## src/rtl/pb_pkg.sv

```systemverilog
// Shared constants for the push-button event block and its neighbouring debouncer.
// Also holds the press-counting helper used by the top level.
package pb_pkg;

    localparam int NUM_PB = 5;

    localparam logic [7:0] PB_LEVEL_ADDR = 8'hf8;
    localparam logic [7:0] PB_PRESS_ADDR = 8'hf9;
    localparam logic [7:0] PB_HOLD_ADDR  = 8'hfa;
    localparam logic [7:0] PB_PMASK_ADDR = 8'hfb;
    localparam logic [7:0] PB_HMASK_ADDR = 8'hfc;
    localparam logic [7:0] PB_COUNT_ADDR = 8'hfd;

    // Number of buttons that rose this cycle, widened to the COUNT width.
    function automatic logic [7:0] popcount(input logic [NUM_PB-1:0] v);
        logic [7:0] c;
        c = 8'd0;
        for (int i = 0; i < NUM_PB; i++) begin
            c = c + {7'd0, v[i]};
        end
        return c;
    endfunction

endpackage

```

## src/rtl/pb_event_chan.sv

```systemverilog
// One button: edge detect, saturating hold counter, and the sticky PRESS/HOLD flags.
// A flag being set in the same cycle as its W1C clear stays set.
module pb_event_chan
    import pb_pkg::*;
#(
    parameter int                HOLD_W      = 24,
    parameter logic [HOLD_W-1:0] HOLD_CYCLES = 24'd12_000_000
) (
    input  logic clk,
    input  logic rst_n,
    input  logic level,
    input  logic press_clr,
    input  logic hold_clr,
    output logic rise,
    output logic press,
    output logic hold
);

    localparam logic [HOLD_W-1:0] HCNT_ONE  = {{(HOLD_W-1){1'b0}}, 1'b1};
    localparam logic [HOLD_W-1:0] HOLD_LAST = HOLD_CYCLES - HCNT_ONE;

    logic              prev_r;
    logic [HOLD_W-1:0] hcnt_r;
    logic              press_r;
    logic              hold_r;
    logic              rise_s;
    logic              hold_hit_s;

    assign rise_s     = level & ~prev_r;
    // Fires only on the HOLD_LAST -> HOLD_CYCLES step; saturation blocks re-triggering.
    assign hold_hit_s = level & (hcnt_r == HOLD_LAST);

    // Edge history, hold counter and sticky flags.
    always_ff @(posedge clk) begin
        if (!rst_n) begin
            prev_r  <= 1'b0;
            hcnt_r  <= {HOLD_W{1'b0}};
            press_r <= 1'b0;
            hold_r  <= 1'b0;
        end else begin
            prev_r <= level;
            if (!level) begin
                hcnt_r <= {HOLD_W{1'b0}};
            end else if (hcnt_r < HOLD_CYCLES) begin
                hcnt_r <= hcnt_r + HCNT_ONE;
            end else begin
                hcnt_r <= hcnt_r;
            end
            press_r <= rise_s | (press_r & ~press_clr);
            hold_r  <= hold_hit_s | (hold_r & ~hold_clr);
        end
    end

    assign rise  = rise_s;
    assign press = press_r;
    assign hold  = hold_r;

endmodule

```

## src/rtl/pb_event.sv

```systemverilog
// Push-button event controller: per-button channels plus masks, press counter,
// interrupt and the CPU read mux at 0xf9-0xfd.
module pb_event
    import pb_pkg::*;
#(
    parameter int                HOLD_W      = 24,
    parameter logic [HOLD_W-1:0] HOLD_CYCLES = 24'd12_000_000
) (
    input  logic       clk,
    input  logic       rst_n,
    input  logic [7:0] addr,
    input  logic [7:0] wdata,
    input  logic       we,
    input  logic [4:0] state,
    output logic [7:0] out,
    output logic       irq
);

    logic [NUM_PB-1:0] rise_s;
    logic [NUM_PB-1:0] press_s;
    logic [NUM_PB-1:0] hold_s;
    logic [NUM_PB-1:0] press_clr_s;
    logic [NUM_PB-1:0] hold_clr_s;
    logic [NUM_PB-1:0] pmask_r;
    logic [NUM_PB-1:0] hmask_r;
    logic [7:0]        count_r;
    logic              irq_r;
    logic [7:0]        out_s;
    logic [7:0]        rise_cnt_s;
    logic              unused_wdata_s;

    assign press_clr_s    = (we && addr == PB_PRESS_ADDR) ? wdata[NUM_PB-1:0] : {NUM_PB{1'b0}};
    assign hold_clr_s     = (we && addr == PB_HOLD_ADDR)  ? wdata[NUM_PB-1:0] : {NUM_PB{1'b0}};
    assign rise_cnt_s     = popcount(rise_s);
    assign unused_wdata_s = &{1'b0, wdata[7:NUM_PB]};

    for (genvar i = 0; i < NUM_PB; i++) begin : g_chan
        pb_event_chan #(
            .HOLD_W      (HOLD_W),
            .HOLD_CYCLES (HOLD_CYCLES)
        ) u_chan (
            .clk       (clk),
            .rst_n     (rst_n),
            .level     (state[i]),
            .press_clr (press_clr_s[i]),
            .hold_clr  (hold_clr_s[i]),
            .rise      (rise_s[i]),
            .press     (press_s[i]),
            .hold      (hold_s[i])
        );
    end

    // Masks, press counter and registered interrupt.
    always_ff @(posedge clk) begin
        if (!rst_n) begin
            pmask_r <= {NUM_PB{1'b0}};
            hmask_r <= {NUM_PB{1'b0}};
            count_r <= 8'd0;
            irq_r   <= 1'b0;
        end else begin
            if (we && addr == PB_PMASK_ADDR) begin
                pmask_r <= wdata[NUM_PB-1:0];
            end else begin
                pmask_r <= pmask_r;
            end
            if (we && addr == PB_HMASK_ADDR) begin
                hmask_r <= wdata[NUM_PB-1:0];
            end else begin
                hmask_r <= hmask_r;
            end
            // A clearing write still counts rises landing in the same cycle.
            if (we && addr == PB_COUNT_ADDR) begin
                count_r <= rise_cnt_s;
            end else begin
                count_r <= count_r + rise_cnt_s;
            end
            irq_r <= (|(press_s & pmask_r)) | (|(hold_s & hmask_r));
        end
    end

    // Side-effect-free read mux; 0xf8 belongs to the debouncer and reads 0 here.
    always_comb begin
        out_s = 8'd0;
        case (addr)
            PB_PRESS_ADDR: out_s = {3'b000, press_s};
            PB_HOLD_ADDR:  out_s = {3'b000, hold_s};
            PB_PMASK_ADDR: out_s = {3'b000, pmask_r};
            PB_HMASK_ADDR: out_s = {3'b000, hmask_r};
            PB_COUNT_ADDR: out_s = count_r;
            default:       out_s = 8'd0;
        endcase
    end

    assign out = out_s;
    assign irq = irq_r;

endmodule
```

## config.mk

```make
export PLATFORM = sky130hd
export DESIGN_NAME = pb_event
export DESIGN_NICKNAME = d
export VERILOG_FILES = /design/src/rtl/pb_pkg.sv /design/src/rtl/pb_event_chan.sv /design/src/rtl/pb_event.sv
export SDC_FILE = /design/constraint.sdc
export NUM_CORES = 1
export LEC_CHECK = 0
export BUFFER_PORTS_ARGS = -buffer_cell sky130_fd_sc_hd__clkbuf_2
export CAP_MARGIN = 25
export CORE_MARGIN = 2
export CORE_UTILIZATION = 55
export DETAILED_ROUTE_END_ITERATION = 8
export GPL_TIMING_DRIVEN = 1
export HOLD_SLACK_MARGIN = 0.02
export PLACE_DENSITY = 0.73
export SLEW_MARGIN = 20
export SYNTH_ARGS = -nofsm -noshare
export SYNTH_HDL_FRONTEND = slang
export SYNTH_SLANG_ARGS = --single-unit
```

## constraint.sdc

```tcl
create_clock -name clk -period 3.8 [get_ports clk]
set_input_delay 0.38 -clock clk [delete_from_list [all_inputs] [get_ports clk]]
set_output_delay 0.38 -clock clk [all_outputs]
set_load 0.02 [all_outputs]
```

# Word level (Yosys, flattened, before mapping)
# Index checks and enable logic that the tools add are counted.
[op_classes]
addsub = 10
order_cmp = 5
n_eq_ne = 10
n_mux = 4
bitwise_logic = 48
n_reduce_logical = 12
[op_table]
columns = ["cell", "n"]
rows = [
  ["$add A24 B1 Y24 const B", 5],
  ["$eq A24 B24 Y1 const B", 5],
  ["$lt A24 B24 Y1 const B", 5],
  ["$eq A8 B8 Y1 const B", 5],
  ["$pmux W8 S5", 1],
  ["$and A1 B1 Y1", 20],
  ["$not A1 Y1", 15],
  ["$or A1 B1 Y1", 11],
  ["$and A5 B5 Y5", 2],
  ["$mux W5", 2],
  ["$reduce_and A2 Y1", 5],
  ["$reduce_or A5 Y1", 2],
  ["$add A8 B5 Y8", 1],
  ["$mux W8", 1],
  ["$add A4 B1 Y5", 1],
  ["$logic_and A1 B1 Y1", 5],
  ["$add A3 B1 Y4", 1],
  ["$add A2 B1 Y3", 1],
  ["$add A1 B1 Y2", 1],
]
[word_totals]
reg_bits = 154
input_bits = 24
out_inout_bits = 9
elab_cells = 113

# Longest topological paths before layout
[depth]
depth_word = 8
depth_mapped = 11
depth_no_buf = 11

# Modules after synthesis
# Synthesis repeated with hierarchy kept, for this count alone.
[unflattened]
cells_unflattened = 989
hier_area_um2 = 8251.7
[by_module_without_submodules]
columns = ["module", "n_inst", "cells_per_inst", "area_each_um2", "seq_area_each_um2"]
rows = [
  ["pb_event_chan", 5, 163, 1355.0, 540.5],
  ["pb_event", 1, 174, 1476.4, 380.4],
]

# Least setup slack after synthesis
# OpenSTA, ideal clock, no wires.
[synth_path]
path_kind = "input port to flip-flop"
from = "input port state[0]"
to = "register count_r[7]"
setup_ns = 0.133
t_arrival_ns = 2.618
slack_ns = 1.049
cell_stages = 11
n_path_buf = 0
cell_sequence = "nand2b_1 -> fa_1 -> fa_1 -> inv_1 -> ha_1 -> ha_1 -> a21o_1 -> a21oi_1 -> nor3b_1 -> xnor2_1 -> nor2_1"
[synth_via]
elab_chain_cells = 7
[synth_lines]
columns = ["element", "line", "source"]
rows = [
  ["start, declared", "pb_event.sv:14", "input logic [4:0] state,"],
  ["$and A1 B1 Y1", "pb_event_chan.sv:29", "assign rise_s = level & ~prev_r;"],
  ["$add A1 B1 Y2", "pb_pkg.sv:19", "c = c + {7'd0, v[i]};"],
  ["$add A2 B1 Y3", "pb_pkg.sv:19", ""],
  ["$add A3 B1 Y4", "pb_pkg.sv:19", ""],
  ["$add A4 B1 Y5", "pb_pkg.sv:19", ""],
  ["$add A8 B5 Y8", "pb_event.sv:75", "count_r <= count_r + rise_cnt_s;"],
  ["$mux W8", "pb_event.sv:72", "if (we && addr == PB_COUNT_ADDR) begin"],
  ["end signal, assigned", "pb_event.sv:73", "count_r <= rise_cnt_s;"],
  ["end signal, assigned", "pb_event.sv:75", ""],
  ["end, declared", "pb_event.sv:26", "logic [7:0] count_r;"],
]
# No other way between the ends.
# A chain may end at the register's enable or synchronous reset.

# Worst setup path in the final report
[layout_path]
from = "register g_chan[0].u_chan.prev_r"
to = "register count_r[7]"
[layout_via]
elab_chain_cells = 8
[layout_lines]
columns = ["element", "line", "source"]
rows = [
  ["start, declared", "pb_event_chan.sv:22", "logic prev_r;"],
  ["start signal, assigned", "pb_event_chan.sv:41", "prev_r <= level;"],
  ["$not A1 Y1", "pb_event_chan.sv:29", ""],
  ["$and A1 B1 Y1", "pb_event_chan.sv:29", ""],
  ["$add A1 B1 Y2", "pb_pkg.sv:19", ""],
  ["$add A2 B1 Y3", "pb_pkg.sv:19", ""],
  ["$add A3 B1 Y4", "pb_pkg.sv:19", ""],
  ["$add A4 B1 Y5", "pb_pkg.sv:19", ""],
  ["$add A8 B5 Y8", "pb_event.sv:75", ""],
  ["$mux W8", "pb_event.sv:72", ""],
]
# No other way between the ends.

==> out/results.tsv <==
stage	metric	value	unit
outcome	outcome	completed	
placement	I/O Buffers	29	
route	initial drt markers	488	
power	Peak VDD IR	0.314	mV
grt	initial antenna violation count	1	
die	Die X	123	um
sta	final clock skew	0.00932	ns
synth	number of flops mapped to enable cells by yosys	0	
critical_path	Crit Path Class	flop to flop	
synth	Yosys cell types	66	
grt	Overflow after GRT	0	
synth	Yosys top cell area share	0.394	
sta	RSZ-0062 raised after global routing	false	
power	Power Dens Cells	410	mW/mm^2
route	Routed Antenna Nets	0	
placement	Detailed Place HPWL	11600	um
clock_tree	clk buf depth	2	
min_path	HP Class	primary input to flop	
critical_path	CP Data Required Time	4.08	ns
synth	Mapped Avg Cell Area	8.37	sq um
sta	max-slew violation count	0	
grt	first-pass GRT wire length	28200	um
critical_path	Setup crit end kind	flop	
die	Row Count	43	
clock_tree	Worst-Skew Late Latency	0.42	ns
sta	period utilization	0.799	
grt	Total GRT Usage	0.229	
critical_path	CP Data Arrival Time	3.32	ns
job	number of max-cap violations	0	
critical_path	Crit Path Max Fanout	4	
finish	layout net count	990	
synth	FF+latch count, synth	154	
die	DIE AREA	0.0152	sq mm
synth	most frequent cell after synthesis	dfxtp_1	
critical_path	CP startpoint kind	flop	
sta	worst relative slew slack	0.300	
sta	minimum clock period	3.04	ns
route	vias per cell	6.05	
synth	Netlist Area Pre-Place	0.00782	sq mm
die	core area	0.0139	sq mm
finish	final core utilization	0.625	
synth	Mapped Cells	935	
die	Ports	33	
sta	Setup violations, final	0	
route	post-DR wirelength/cell	14.9	um
synth	Synth Net Count	971	
grt	vias in the first global route	6009	
route	DRC viols	0	
grt	largest net degree at the start of global routing	35	
sta	final hold vios	0	
die	Initial Util	0.564	
synth	Async S/R FF share, synth	0	
power	Leak Pwr	2.94	nW
finish	antenna cells	0	
clock_tree	CTS root buffer	clkbuf_16	
synth	sequential share of the synthesized area	0.394	
sta	setup TNS	0	ns
finish	Layout area overhead	11.0	%
synth	most area-consuming cells after synthesis	dfxtp_1, a21oi_1, nor2_1	
sta	worst setup margin	0.763	ns
clock_tree	# clock sinks	154	
clock_tree	Post-CTS Setup Inserts	0	
synth	YS warnings	0	
finish	share of cells above drive strength 1	0.0942	
clock_tree	Worst-path clk slew	0.06	ns
finish	fillcell total	1200	
sta	slew at the pin closest to its max-slew limit	1.04	ns
placement	Final Wtd Congestion	0.845	
clock_tree	Num CTS Buffers	17	
route	Via Count	6939	
clock_tree	post-CTS sizing	0	
die	Die Y	123	um
synth	area leader, netlist	dfxtp_1	
clock_tree	cts-stage hold buffer count	0	
synth	Synth Flop Type	dfxtp_1	
route	DRT Wirelength	17000	um
placement	worst setup slack after placement	0.697	ns
synth	Post-synth top cells	dfxtp_1, nor2_1, nand2_1	
route	router iterations before antenna repair	5	
clock_tree	CTS tree	yes	
sta	fmax	0.329	GHz
clock_tree	CTS H-tree depth	4	
-- power breakdown --
| part | switching (W) | total (W) | internal, W |
|---|---|---|---|
| Combinational | 0.000112 | 0.000188 | 0.0000760 |
| Sequential | 0.0000280 | 0.00167 | 0.00164 |
| Clock | 0.000626 | 0.00170 | 0.00108 |
-- layer usage --
metal | vias to the layer above | share of wire | track usage
met1 | 3225 | 0.49 | 0.318
met4 | 0 | 0.020 | 0.0824
li1 | 3530 | - | -
met5 | - | 0 | 0
met2 | 159 | 0.44 | 0.347
met3 | 25 | 0.045 | 0.0544
-- kinds of logic (layout without fill, tap and decap cells) --
kind of cell | after synthesis | in the layout | share of synthesized area
buf+inv | 56 | 87 | 0.0298
mux | 26 | 26 | 0.0333
flops | 154 | 154 | 0.394
compound gates | 250 | 250 | 0.211
xor+xnor | 41 | 41 | 0.0459
simple gates | 396 | 396 | 0.263
fa+ha+maj | 12 | 12 | 0.0221
-- cell usage in the layout (no fill, tap or decap), drive strengths merged, types with 21 or more instances in the layout --
cell type  instances
nand3             41
a21oi             77
clkbuf            52
nor2              95
mux2i             26
nand4             25
nand2             92
nor3              21
xnor2             26
or3               39
dfxtp            154
o21ai             49
-- critical path: stages (launching register included) --
cell      delay, ns
dfxtp_1        0.29
nand2b_1       0.21
fa_1           0.53
fa_1           0.42
inv_1          0.06
ha_1           0.26
ha_1           0.30
a21o_1         0.16
a21oi_1        0.35
nor3b_1        0.13
xnor2_1        0.15
nor2_1         0.05
-- worst paths after layout --
| check | startpoint | end | slack (ns) | depth (start not counted) |
|---|---|---|---|---|
| max | g_chan[0].u_chan.prev_r$_SDFF_PN0_ | count_r[7]$_SDFF_PP0_ | 0.76 | 11 |
| min | wdata[2] | hmask_r[2]$_SDFFE_PN0P_ | 0.25 | 3 |
| max reg2reg | g_chan[0].u_chan.prev_r$_SDFF_PN0_ | count_r[7]$_SDFF_PP0_ | 0.76 | 11 |
| min reg2reg | g_chan[2].u_chan.hcnt_r[18]$_SDFFE_PN0N_ | g_chan[2].u_chan.hcnt_r[18]$_SDFFE_PN0N_ | 0.47 | 2 |
-- flip-flops by register name (all words and copies together), names as in the netlist --
register / flops
count_r: 8
g_chan.u_chan.hcnt_r: 120
g_chan.u_chan.hold: 5
g_chan.u_chan.press: 5
g_chan.u_chan.prev_r: 5
hmask_r: 5
irq: 1
pmask_r: 5
-- final cells by class --
type                            count  area [sq um]  area share
Multi-Input combinational cell    725          4510       0.519
Sequential cell                   154          3080       0.355
Clock buffer                       23           478      0.0551
Tap cell                          180           225      0.0259
Timing Repair Buffer               35           190      0.0219
Clock inverter                      8           118      0.0136
Inverter                           21          78.8     0.00908
-- through the flow --
stage	total power, W	hold WS, ns	area, sq um	std cells
floorplan	0.00183	0.436	7820	935
global placement	0.00189	0.456	8080	1115
detailed placement	0.00189	0.460	8080	1115
CTS	0.00360	0.238	8680	1146
global route	0.00369	0.254	8680	1146
finish	0.00356	0.247	8680	1146
Note: power is estimated with default switching activity, not from simulation.
